<file path="config.mk">
export PLATFORM = sky130hd
export DESIGN_NAME = uart_tx_arbiter
export DESIGN_NICKNAME = d
export VERILOG_FILES = /design/src/rtl/uart_tx_arbiter.sv
export SDC_FILE = /design/constraint.sdc
export NUM_CORES = 1
export LEC_CHECK = 0
export BUFFER_PORTS_ARGS = -buffer_cell sky130_fd_sc_hd__buf_2
export CAP_MARGIN = 20
export CELL_PAD_IN_SITES_DETAIL_PLACEMENT = 0
export CELL_PAD_IN_SITES_GLOBAL_PLACEMENT = 1
export CORE_UTILIZATION = 39
export CTS_CLUSTER_DIAMETER = 80
export DETAILED_ROUTE_END_ITERATION = 12
export GPL_ROUTABILITY_DRIVEN = 0
export GPL_TIMING_DRIVEN = 0
export PLACE_DENSITY = 0.84
export SYNTH_ARGS = -nofsm -noshare
export SYNTH_HDL_FRONTEND = slang
export SYNTH_SLANG_ARGS = --single-unit
export TNS_END_PERCENT = 5
</file>
<file path="constraint.sdc">
create_clock -name clk -period 5.1 [get_ports clk]
set_clock_uncertainty 0.2 [all_clocks]
set_input_delay 1.02 -clock clk [delete_from_list [all_inputs] [get_ports clk]]
set_output_delay 1.02 -clock clk [all_outputs]
set_load 0.02 [all_outputs]
</file>
<file path="src/rtl/uart_tx_arbiter.sv">
// rtl/uart_tx_arbiter.sv - round-robin, message-locking arbiter sharing one UART transmitter.
// Optional macro UART_TX_ARB_CRLF_EN expands each accepted 0x0A into 0x0D then 0x0A.
module uart_tx_arbiter #(
  parameter  int NUM_REQ      = 4,
  parameter  int LOCK_TIMEOUT = 1024,
  localparam int ID_W         = $clog2(NUM_REQ)
) (
  input  logic                 clk,
  input  logic                 reset,
  input  logic [NUM_REQ-1:0]   req_valid,
  input  logic [8*NUM_REQ-1:0] req_data,
  input  logic [NUM_REQ-1:0]   req_last,
  output logic [NUM_REQ-1:0]   req_ready,
  output logic [7:0]           tx_data,
  output logic                 tx_enable,
  input  logic                 tx_busy,
  output logic [ID_W-1:0]      grant_id,
  output logic                 lock_active,
  output logic                 arb_busy
);

  typedef enum logic [1:0] {IDLE, ISSUE, WAIT_ACK, WAIT_DONE} state_t;

  localparam int TMO_W = (LOCK_TIMEOUT > 2) ? $clog2(LOCK_TIMEOUT) : 1;
  localparam logic [TMO_W-1:0] TMO_MAX = (LOCK_TIMEOUT > 0) ? TMO_W'(LOCK_TIMEOUT - 1) : '0;

  state_t            state_q;
  logic [7:0]        hold_q;
  logic              tx_enable_q;
  logic [ID_W-1:0]   grant_q;
  logic [ID_W-1:0]   rr_q;
  logic [ID_W-1:0]   owner_q;
  logic              lock_q;
  logic [TMO_W-1:0]  tmo_q;

  logic [ID_W-1:0]   pick;
  logic              pick_vld;
  logic              accept;
  logic [7:0]        pick_byte;

  function automatic logic [ID_W-1:0] wrap_add(input logic [ID_W-1:0] base, input int off);
    int s;
    s = int'(base) + off;
    if (s >= NUM_REQ) s -= NUM_REQ;
    return ID_W'(s);
  endfunction

  // Scan downward so the requester closest to the rr pointer overrides the rest.
  always_comb begin
    pick     = owner_q;
    pick_vld = 1'b0;
    if (lock_q) begin
      pick_vld = req_valid[owner_q];
    end else begin
      for (int k = NUM_REQ - 1; k >= 0; k--) begin
        if (req_valid[wrap_add(rr_q, k)]) begin
          pick     = wrap_add(rr_q, k);
          pick_vld = 1'b1;
        end
      end
    end
  end

  assign accept    = !reset && (state_q == IDLE) && pick_vld && !tx_busy;
  assign pick_byte = req_data[{pick, 3'b000} +: 8];

  always_comb begin
    req_ready = '0;
    if (accept) req_ready[pick] = 1'b1;
  end

`ifdef UART_TX_ARB_CRLF_EN
  logic pending_q;
  assign tx_data = pending_q ? 8'h0D : hold_q;
`else
  assign tx_data = hold_q;
`endif

  always_ff @(posedge clk) begin
    if (reset) begin
      state_q     <= IDLE;
      hold_q      <= 8'h00;
      tx_enable_q <= 1'b0;
      grant_q     <= '0;
      rr_q        <= '0;
      owner_q     <= '0;
      lock_q      <= 1'b0;
      tmo_q       <= '0;
`ifdef UART_TX_ARB_CRLF_EN
      pending_q   <= 1'b0;
`endif
    end else begin
      tx_enable_q <= 1'b0;
      case (state_q)
        IDLE: begin
          if (accept) begin
            hold_q      <= pick_byte;
            grant_q     <= pick;
            tx_enable_q <= 1'b1;
            tmo_q       <= '0;
            state_q     <= ISSUE;
`ifdef UART_TX_ARB_CRLF_EN
            pending_q   <= (pick_byte == 8'h0A);
`endif
            if (req_last[pick]) begin
              lock_q <= 1'b0;
              rr_q   <= wrap_add(pick, 1);
            end else begin
              lock_q  <= 1'b1;
              owner_q <= pick;
            end
          end else if (LOCK_TIMEOUT > 0 && lock_q && !req_valid[owner_q]) begin
            if (tmo_q == TMO_MAX) begin
              lock_q <= 1'b0;
              rr_q   <= wrap_add(owner_q, 1);
              tmo_q  <= '0;
            end else begin
              tmo_q <= tmo_q + 1'b1;
            end
          end
        end
        ISSUE:    state_q <= WAIT_ACK;
        WAIT_ACK: if (tx_busy) state_q <= WAIT_DONE;
        WAIT_DONE: begin
          if (!tx_busy) begin
`ifdef UART_TX_ARB_CRLF_EN
            if (pending_q) begin
              pending_q   <= 1'b0;
              tx_enable_q <= 1'b1;
              state_q     <= ISSUE;
            end else begin
              state_q <= IDLE;
            end
`else
            state_q <= IDLE;
`endif
          end
        end
        default: state_q <= IDLE;
      endcase
    end
  end

  assign tx_enable   = tx_enable_q;
  assign grant_id    = grant_q;
  assign lock_active = lock_q;
  assign arb_busy    = (state_q != IDLE);

endmodule

</file>
==> impl_metrics.csv <==
group,metric,value,unit
grt,gr-total-overflow,0,
job,maxCapViolCount,0,
yosys,ys.flop_type,"dfxtp_1",
yosys,yosys.area.top_type_share,31.4,%
floorplan,dieArea,4860,µm²
critical_path,cp-start-kind,"input pin",
grt,grt_pass1_vias,1580,
sta,period_minus_slack,4000,ps
grt,antenna_found_initial,0,
finish,final_core_util,50.5,%
finish,antenna_cells,0,
sta,period_share,78.4,%
power_and_ir_drop,ir_drop,189,µV
yosys,avgSynthCellArea,8.93,µm²
critical_path,crit_arrival,2780,ps
sta,relSlewSlack,66.0,%
floorplan,die_w,69.7,µm
sta,final_max_slew_viol_count,0,
critical_path,required,3880,ps
critical_path,critPathMaxFanout,10,
run_status,outcome,"finished clean",
critical_path,crit_start,"req_valid[0]",
yosys,synth-edff-count,0,
sta,fin_tns_setup,0,ps
clock_network,cts.sinks,28,
sta,max_freq,0.250,GHz
place,portBuffers,58,
finish,final_cell_mix,"65 x buf_2, 28 x dfxtp_1, 23 x nand2_1, 18 x a21oi_1, 17 x nor2_1",
clock_network,path_clk_slew,100,ps
critical_path,r2r-end,"rr_q[0]",
yosys,synth_cell_types,46,
finish,final_common_cell,"buf_2",
critical_path,endpoint_kind,"output pin",
clock_network,clk_path_buf_depth,2,
yosys,synth_area_leader_cell,"dfxtp_1",
clock_network,tritoncts,"done",
place,dp_hpwl,3110,µm
clock_network,htree_levels,1,
clock_network,postCtsSetupRepairBufs,0,
finish,nFillCells,439,
finish,num-nets-final,311,
floorplan,initial_core_util,40.8,%
yosys,synth_area_leaders,"dfxtp_1 31%, mux4_2 11%, a21oi_1 5.0%",
grt,grt_pass1_wl,7310,µm
yosys,syn_nets,248,
grt,grt_start_max_net_pins,17,
critical_path,path_class,"input pin to output pin",
yosys,yosys_register_bits,28,
critical_path,rr_worst_depth,9,
clock_network,clockRootBuffer,"clkbuf_8",
sta,finalHoldViolCount,0,
route,vias,1705,
yosys,ys_warn_count,0,
critical_path,endpoint,"req_ready[3]",
clock_network,ctsResizeCount,0,
floorplan,io_pins,60,
yosys,async_reset_ff_share,0,%
sta,tightest_slew,510,ps
finish,drive_above_1_share,34.7,%
route,via_per_inst,5.43,
floorplan,fp-row-count,24,
finish,synthToLayoutAreaGrowth,23.9,%
route,drc,0,
route,ant_nets,0,
yosys,synth_area,1790,µm²
clock_network,clk_latency,280,ps
route,first_iter_violations,107,
critical_path,regToRegSetupSlack,2480,ps
route,drt-total-wl,4230,µm
yosys,syn_inst,200,
floorplan,die_h,69.7,µm
power_and_ir_drop,power_density,313,nW/µm²
sta,setup_violations,0,
route,wire_per_inst,13.5,µm
floorplan,core-area,4380,µm²
route,dr.pass1.iters,4,
critical_path,timing.rr.start,"rr_q[1]",
sta,grt_setup_unrepaired,"no",
yosys,yosysSeqAreaShare,31.4,%
power_and_ir_drop,p_leak,0.983,nW
clock_network,cts_buffers,3,
grt,globalRouteTotalUtil,18.5,%
worst_hold_path,hp-class,"flop to flop",
clock_network,hold_buffers,0,
-- final cells by class --
cell class / count / area, µm² / share of cell area [%]
plain buffers: 13 / 80.1 / 3.62
clock buffers: 3 / 41.3 / 1.87
clock inverters: 1 / 30.0 / 1.36
inverters: 7 / 28.8 / 1.30
multi-input cells: 152 / 1120 / 50.5
flip-flops and latches: 28 / 561 / 25.3
well taps: 52 / 65.1 / 2.94
repair buffers: 58 / 290 / 13.1
-- critical path, stage by stage --
cell and delay (ps):
buf_2 170, nor3_1 60, a211o_1 350, or3_1 330, buf_6 140, inv_4 90, buf_2 230, nand2_1 90
nor2_1 100, buf_2 170
-- stage by stage --
step | total power (W) | instance area (µm²) | cells | hold WS, ps | setup slack, ps
6_report | 0.000692 | 2210 | 314 | 257 | 1100
2_1_floorplan | 0.000452 | 1790 | 200 | 272 | 1250
3_5_place_dp | 0.000525 | 2140 | 310 | 244 | 1100
3_3_place_gp | 0.000521 | 2140 | 310 | 239 | 1120
4_1_cts | 0.000703 | 2210 | 314 | 259 | 1100
5_1_grt | 0.000745 | 2210 | 314 | 275 | 925
-- power breakdown --
group,internal [W],switching [W]
clock,0.000105,0.0000692
combinational,0.000112,0.000151
sequential,0.000241,0.0000134
-- synth_stat cells, types with 3 or more instances --
library cell	instances
o21ai_0	4
nor2b_1	3
dfxtp_1	28
buf_6	3
a21oi_1	18
ha_1	5
nand2b_1	5
buf_2	7
nor2_1	17
nand2_1	23
nor3_1	4
mux4_2	9
and2_1	3
nand3_1	4
clkbuf_1	3
xor2_1	5
mux2i_1	9
xnor2_1	4
inv_1	6
a211o_1	4
and3_1	4
-- routing by layer --
layer	global-route usage [%]	vias up	wire, µm
met4	2.67	0	26
met3	4.22	4	226
met1	24.7	808	1950
met2	31.2	51	2020
li1	-	842	-
met5	0	-	0
-- registers in the layout, summed over array words and instances, names as in the netlist --
signal       count
owner_q          2
tx_data          8
lock_active      1
grant_id         2
tx_enable        1
tmo_q           10
state_q          2
rr_q             2
-- worst min path at each step --
stage / endpoint / depth (start not counted) / slack [ps] / start
floorplan: tmo_q[9] / 2 / 270 / tmo_q[9]
global placement: tx_data[2] / 2 / 240 / tx_data[2]
detailed placement: tx_data[6] / 2 / 240 / tx_data[6]
CTS: tx_data[6] / 2 / 260 / tx_data[6]
global route: tx_data[6] / 2 / 270 / tx_data[6]
finish: tx_data[6] / 2 / 260 / tx_data[6]
-- logic make-up after synthesis --
logic type	synth area share [%]
DFF	31.4
xor gates and xnor gates	4.41
muxes	17.6
buffers and inverters	6.09
AOI/OAI and AO/OA	16.2
adders and majority gates	3.50
and+or+nand+nor	20.8
No activity file was read; power rests on OpenSTA's default activity.
